<file path="config.mk">
export PLATFORM = sky130hd
export DESIGN_NAME = load_store_unit
export DESIGN_NICKNAME = d
export VERILOG_FILES = /design/src/rtl/isa_types.sv /design/src/rtl/load_store_unit_pkg.sv /design/src/rtl/load_store_unit_load_extend.sv /design/src/rtl/load_store_unit.sv
export SDC_FILE = /design/constraint.sdc
export NUM_CORES = 1
export LEC_CHECK = 0
export BUFFER_PORTS_ARGS = -buffer_cell sky130_fd_sc_hd__buf_2
export CAP_MARGIN = 30
export CORE_ASPECT_RATIO = 0.5
export CORE_MARGIN = 2
export CORE_UTILIZATION = 52
export CTS_BUF_LIST = sky130_fd_sc_hd__clkbuf_8
export DETAILED_ROUTE_END_ITERATION = 16
export PLACE_DENSITY = 0.85
export SLEW_MARGIN = 5
export SYNTH_ARGS = -nofsm -noshare
export SYNTH_HDL_FRONTEND = slang
export SYNTH_HIERARCHICAL = 1
export SYNTH_SLANG_ARGS = --single-unit
</file>
<file path="constraint.sdc">
create_clock -name clock -period 3.8 [get_ports clock]
set_input_delay 0.76 -clock clock [delete_from_list [all_inputs] [get_ports clock]]
set_output_delay 0.76 -clock clock [all_outputs]
set_load 0.05 [all_outputs]
</file>
<file path="src/rtl/isa_types.sv">
// Shared RV32I ISA types: datapath width and memory write-width encoding.
package isa_types;

    localparam int unsigned XLEN = 32;

    typedef enum logic [1:0] {
        WidthByte = 2'd0,
        WidthHalf = 2'd1,
        WidthWord = 2'd2
    } write_width_t;

endpackage

</file>
<file path="src/rtl/load_store_unit_pkg.sv">
// Load/store unit types: FSM states, RV32I funct3 codes and decode helpers.
// Misaligned-access trapping is selected in the top by LSU_MISALIGN_TRAP_EN.
package lsu_types;

    import isa_types::*;

    typedef enum logic [1:0] {
        StIdle,
        StIssue,
        StWait,
        StDone
    } lsu_state_t;

    localparam logic [2:0] F3_B  = 3'd0;
    localparam logic [2:0] F3_H  = 3'd1;
    localparam logic [2:0] F3_W  = 3'd2;
    localparam logic [2:0] F3_BU = 3'd4;
    localparam logic [2:0] F3_HU = 3'd5;

    function automatic write_width_t funct3_to_width(input logic [2:0] funct3);
        case (funct3[1:0])
            2'b00:   return WidthByte;
            2'b01:   return WidthHalf;
            default: return WidthWord;
        endcase
    endfunction

    function automatic logic funct3_legal(input logic is_store, input logic [2:0] funct3);
        if (is_store) begin
            return funct3 inside {F3_B, F3_H, F3_W};
        end
        return funct3 inside {F3_B, F3_H, F3_W, F3_BU, F3_HU};
    endfunction

endpackage

</file>
<file path="src/rtl/load_store_unit_load_extend.sv">
// Combinational load result formatting: sign/zero extension of the read word by funct3.
module load_extend
    import isa_types::*;
    import lsu_types::*;
(
    input  logic [2:0]      funct3_i,
    input  logic [XLEN-1:0] rdata_i,
    output logic [XLEN-1:0] rdata_o
);

    always_comb begin
        rdata_o = rdata_i;
        case (funct3_i)
            F3_B:    rdata_o = {{(XLEN-8){rdata_i[7]}}, rdata_i[7:0]};
            F3_BU:   rdata_o = {{(XLEN-8){1'b0}}, rdata_i[7:0]};
            F3_H:    rdata_o = {{(XLEN-16){rdata_i[15]}}, rdata_i[15:0]};
            F3_HU:   rdata_o = {{(XLEN-16){1'b0}}, rdata_i[15:0]};
            default: rdata_o = rdata_i;
        endcase
    end

endmodule

</file>
<file path="src/rtl/load_store_unit.sv">
// RV32I load/store unit: one request at a time, issued to a registered-read byte memory.
// Define LSU_MISALIGN_TRAP_EN to trap misaligned halfword/word accesses instead of issuing them.
module load_store_unit
    import isa_types::*;
    import lsu_types::*;
#(
    parameter logic [XLEN-1:0] RAM_BASE = 32'h800
) (
    input  logic               clock,
    input  logic               reset,
    input  logic               req_valid,
    output logic               req_ready,
    input  logic               req_is_store,
    input  logic [2:0]         req_funct3,
    input  logic [XLEN-1:0]    req_addr,
    input  logic [XLEN-1:0]    req_wdata,
    output logic               resp_valid,
    output logic [XLEN-1:0]    resp_rdata,
    output logic               resp_error,
    output logic [XLEN-1:0]    mem_addr,
    output write_width_t       mem_wwidth,
    output logic               mem_wenable,
    output logic [XLEN-1:0]    mem_wdata,
    input  logic [XLEN-1:0]    mem_rdata
);

    // RAM_BASE only documents the memory map; the unit never decodes it.
    logic unused_ram_base;
    assign unused_ram_base = ^RAM_BASE;

    lsu_state_t   state_q, state_d;
    logic         is_store_q, is_store_d;
    logic [2:0]   funct3_q, funct3_d;
    logic [XLEN-1:0] mem_addr_q, mem_addr_d;
    logic [XLEN-1:0] mem_wdata_q, mem_wdata_d;
    write_width_t mem_wwidth_q, mem_wwidth_d;
    logic [XLEN-1:0] rdata_q, rdata_d;
    logic         error_q, error_d;
    logic [XLEN-1:0] ext_rdata;
    logic         misaligned;
    logic         access_ok;

`ifdef LSU_MISALIGN_TRAP_EN
    always_comb begin
        misaligned = 1'b0;
        if (req_funct3[1:0] == 2'b01) begin
            misaligned = req_addr[0];
        end else if (req_funct3[1:0] == 2'b10) begin
            misaligned = (req_addr[1:0] != 2'b00);
        end
    end
`else
    assign misaligned = 1'b0;
`endif

    assign access_ok = funct3_legal(req_is_store, req_funct3) && !misaligned;

    load_extend u_load_extend (
        .funct3_i (funct3_q),
        .rdata_i  (mem_rdata),
        .rdata_o  (ext_rdata)
    );

    always_comb begin
        state_d      = state_q;
        is_store_d   = is_store_q;
        funct3_d     = funct3_q;
        mem_addr_d   = mem_addr_q;
        mem_wdata_d  = mem_wdata_q;
        mem_wwidth_d = mem_wwidth_q;
        rdata_d      = rdata_q;
        error_d      = error_q;
        unique case (state_q)
            StIdle: begin
                if (req_valid) begin
                    is_store_d = req_is_store;
                    funct3_d   = req_funct3;
                    rdata_d    = '0;
                    if (access_ok) begin
                        error_d      = 1'b0;
                        mem_addr_d   = req_addr;
                        mem_wdata_d  = req_wdata;
                        mem_wwidth_d = funct3_to_width(req_funct3);
                        state_d      = StIssue;
                    end else begin
                        // Rejected requests never touch the memory port.
                        error_d = 1'b1;
                        state_d = StDone;
                    end
                end
            end
            StIssue: state_d = is_store_q ? StDone : StWait;
            StWait: begin
                rdata_d = ext_rdata;
                state_d = StDone;
            end
            StDone:  state_d = StIdle;
            default: state_d = StIdle;
        endcase
    end

    always_ff @(posedge clock) begin
        if (reset) begin
            state_q      <= StIdle;
            is_store_q   <= 1'b0;
            funct3_q     <= '0;
            mem_addr_q   <= '0;
            mem_wdata_q  <= '0;
            mem_wwidth_q <= WidthWord;
            rdata_q      <= '0;
            error_q      <= 1'b0;
        end else begin
            state_q      <= state_d;
            is_store_q   <= is_store_d;
            funct3_q     <= funct3_d;
            mem_addr_q   <= mem_addr_d;
            mem_wdata_q  <= mem_wdata_d;
            mem_wwidth_q <= mem_wwidth_d;
            rdata_q      <= rdata_d;
            error_q      <= error_d;
        end
    end

    assign req_ready   = (state_q == StIdle);
    assign resp_valid  = (state_q == StDone);
    assign resp_rdata  = rdata_q;
    assign resp_error  = error_q;
    assign mem_addr    = mem_addr_q;
    assign mem_wdata   = mem_wdata_q;
    assign mem_wwidth  = mem_wwidth_q;
    // Gated by reset so a store caught in ISSUE by reset never writes.
    assign mem_wenable = (state_q == StIssue) && is_store_q && !reset;

endmodule
</file>
-- Word level (Yosys, flattened, before mapping)
Index checks and enable logic that the tools add are counted.
- register bits: 105
- bits of input ports: 103
- output and inout port bits: 102
- word-level logic and storage cells: 45
- eq/ne operators: 12
- multiplexer cells: 12
- reduce and logical (&&, ||, !) cells: 13
- operator list (kind ; number):
    one-hot mux 32 bit (4 select lines) ; 1
    one-hot mux 32 bit (2 select lines) ; 1
    2-to-1 mux 32 bit ; 1
    equality test 3 bit, second input constant ; 4
    one-hot mux 2 bit (4 select lines) ; 1
    equality test 3 x 1 -> 1 bit, second input constant ; 2
    zero test 3 bit ; 2
    2-to-1 mux 1 bit ; 5
    nonzero test 5 bit ; 1
    equality test 2 x 1 -> 1 bit, second input constant ; 2
    equality test 2 bit, second input constant ; 2
    zero test 2 bit ; 2
    2-to-1 mux 2 bit ; 2
    one-hot mux 2 bit (2 select lines) ; 1
    AND reduction 2 bit ; 2
    equality test 3 x 2 -> 1 bit, second input constant ; 1
    AND reduction 3 bit ; 1
    nonzero test 3 bit ; 1
    logical AND 1 bit ; 2
    inequality test 2 bit, second input constant ; 1
    nonzero test 2 bit ; 1
    zero test 1 bit ; 1

-- Logic depth before layout (Yosys ltp)
- depth after elaboration: 7
- depth in mapped cells: 7
- gate-level depth less buffers: 5

-- Modules after synthesis
The synthesis kept the hierarchy.
- modules (own cells, without submodules) (module ; times used ; cells an instance ; area an instance (sq um) ; sequential area each (sq um)):
    load_store_unit ; 1 ; 471 ; 4808.4 ; 2102.0
    load_extend ; 1 ; 67 ; 355.3 ; 0.0

-- Least setup slack after synthesis
Ideal clock, no wire load.
- kind: input-to-output
- from: input reset
- to: output mem_wenable
- arrival time: 1.938 ns
- data required time: 3.040 ns
- path slack: 1.102 ns
- stages: 4
- path buffers: 3
- cell sequence: buf_2 buf_2 buf_1 nor2_1
- word-level cells in the longest chain between the ends: 2
- ends and longest elaborated chain (what ; line ; source):
    start, declared ; load_store_unit.sv:10 ; input logic reset,
    zero test 1 bit ; load_store_unit.sv:132 ; assign mem_wenable = (state_q == StIssue) && is_store_q && !reset;
    logical AND 1 bit ; load_store_unit.sv:132 ;
    end, declared ; load_store_unit.sv:22 ; output logic mem_wenable,
Every way passes these cells.

-- Worst setup path in the final report
Same ends and word-level chain as after synthesis.

==> metrics.txt <==
outcome=complete, no violations; Vias/cell=5.89; #FFs+latches synth=105; synth top area cells=dfxtp_1, o31ai_2, o211ai_1, a21oi_1, a32oi_1; Final period util=60.4%; Num CTS Buffers=9; vias in the first global route=4448; Post-synth ARST share=0%; Hold Fails Final Rpt=0; Switching Share=43.7%; Max H-tree Level=3; gate count of the mapped netlist=538; Root Driver=clkbuf_8; CP bufs+invs=2; largest net degree at the start of global routing=65; Die ar.=10800 um^2; Final nets=791; Chip Height=74.5 um; worst-path cell chain=buf_4 > nor2_1 > buf_2; DR WL/cell=17.0 um; worst min-delay path class=reg -> reg; Pwr Density=647 nW/um^2; I/O Buffers=204; CP peak stage delay=0.44 ns; clk sinks=105; Clk Latency, worst-skew pair=0.37 ns; P_sw=1770 uW; initial antenna violation count=0; CORE AREA=9540 um^2; Ant. Diodes=0; Clock Skew=0.0101 ns; worst slew pin tran=0.945 ns; Netlist Area Pre-Place=5160 um^2; Setup CP Type=in -> out; Area growth, synth to finish=20.9%; post-synth top area share=40.7%; Worst setup SP type=primary input; GR Overflow Total=0; post_cts resized=0; Final WS setup=1.51 ns; Post-synth EDFFs=0; commonest non-fill, non-tap cells in the layout=buf_2, dfxtp_1, a21oi_1; max-cap violation count=0; Synth Warn #=6; Reg clk slew, reported paths=0.09 ns; Synth Area per Inst=9.60 um^2; top_reg_cell synth=dfxtp_1; max-slew violation count=0; Total Routing Usage GR=24.9%; data required time of the worst path=3.04 ns; first-pass GRT wire length=22100 um; Flop pwr share=34.0%; Crit path max-delay family=buffers and inverters; maximum clock rate=436 MHz; CP max stage cell=buf_4; Non-Filler Instances=823; placed cells=805; crit path DAT=1.53 ns; Synth area leader=dfxtp_1; Vias=4849; Initial Util=54.1%; register area share after synthesis=40.7%; final number of setup-violating endpoints=0; final setup TNS=0 ns; combinational share of power=43.3%; syn_nets=646; post-route ant nets=0; VDD IR max=0.280 mV; drt total wl=14000 um; number of detailed-routing iterations run before antenna repair=5; Int Pwr=2270 uW; Placement Rows=25; Clk pwr share=22.7%; GP Congestion=0.780; Rel. slew slack=36.9%; most common cell after layout, fill and taps aside=buf_2; TritonCTS clock tree=yes; crit path capture type=output pin; RSZ-0062 raised after global routing=no; layout cells sized above 1=42.6%; min cycle time layout=2.29 ns; crit-path max FO=51; Post-CTS Hold Fix Bufs=0; I/O pins=205; Max Root-Sink Buffers=2; Post-route DRC=0; HPWL Detailed=8910 um; DP Worst Slack=1.29 ns; Yosys cell types=38; Pleak=0.00254 uW; Die W=145 um; post-CTS setup buffer count=0; DR iter-0 viols=406
-- area by class of cell --
cell class | instances | area, um^2
multi-input cells | 347 | 2490
fillers | 796 | 3300
repair buffers | 216 | 1190
well taps | 135 | 169
clock buffers | 11 | 151
flip-flops and latches | 105 | 2100
inverters | 4 | 15.0
clock inverters | 5 | 125
-- flip-flops by register name, summed over array words and instances (netlist names) --
register	cells
funct3_q	3
is_store_q	1
mem_addr	32
mem_wdata	32
mem_wwidth	2
resp_error	1
resp_rdata	32
state_q	2
-- worst min-delay path, cell delays in order (launching register included) --
cell and delay [ns]:
dfxtp_1 0.33, o31ai_2 0.05, a21oi_1 0.05
-- power by group through the flow --
stage                     registers, uW  clock network, uW  logic, uW
after detailed placement           1400                  0       1720
after floorplan                    1860                  0        901
after global placement             1390                  0       1650
final                              1370                916       1750
after CTS                          1370                935       1720
after global routing               1390                981       1860
-- path summary, 6_finish.rpt --
| kind | from | endpoint | slack, ns | cells after the start |
|---|---|---|---|---|
| worst max-delay path | reset | mem_wenable | 1.51 | 3 |
| worst min-delay path | mem_wdata[31]$_SDFFE_PP0P_ | mem_wdata[31]$_SDFFE_PP0P_ | 0.47 | 2 |
| worst max register to register | state_q[0]$_SDFFE_PP0P_ | mem_wdata[14]$_SDFFE_PP0P_ | 1.65 | 7 |
| worst min register to register | mem_wdata[31]$_SDFFE_PP0P_ | mem_wdata[31]$_SDFFE_PP0P_ | 0.47 | 2 |
-- cell families after synthesis --
family	count (synthesis)	share of synthesized area, %
multiplexers	2	0.460
buffers and inverters	86	11.8
AO/OA/AOI/OAI	263	39.6
flip-flops	105	40.7
AND/OR/NAND/NOR	77	6.25
adder cells (fa/ha/maj)	5	1.21
-- metrics by stage --
stage | utilization (%) | total power, uW | hold WS (ns) | area, um^2
final | 65.4 | 4040 | 0.471 | 6240
after global placement | 61.4 | 3040 | 0.452 | 5860
after CTS | 65.0 | 4030 | 0.474 | 6200
after floorplan | - | 2760 | 0.437 | 5160
after detailed placement | 62.1 | 3110 | 0.461 | 5920
after global routing | 65.4 | 4240 | 0.490 | 6240
-- cell usage after synthesis, types with 2 or more instances --
| cell type | instances |
|---|---|
| dfxtp_1 | 105 |
| a21oi_1 | 69 |
| o211ai_1 | 64 |
| o31ai_2 | 50 |
| nor2_1 | 36 |
| nand2_1 | 33 |
| a32oi_1 | 32 |
| buf_2 | 29 |
| o21ai_0 | 24 |
| clkbuf_1 | 15 |
| o31ai_1 | 14 |
| buf_6 | 12 |
| buf_4 | 11 |
| buf_12 | 5 |
| ha_1 | 5 |
| buf_1 | 4 |
| inv_1 | 4 |
| clkbuf_4 | 3 |
| buf_8 | 2 |
| nand2b_1 | 2 |
| o21ai_1 | 2 |
-- layer usage --
layer  track usage [%]  wire (um)  up-vias
li1                  -          -     2307
met1              31.2       5990     2338
met2              43.4       6880      186
met3              6.07        913       18
met4              7.92        216        0
met5                 0          0        -
Note: power is estimated with default switching activity, not from simulation.
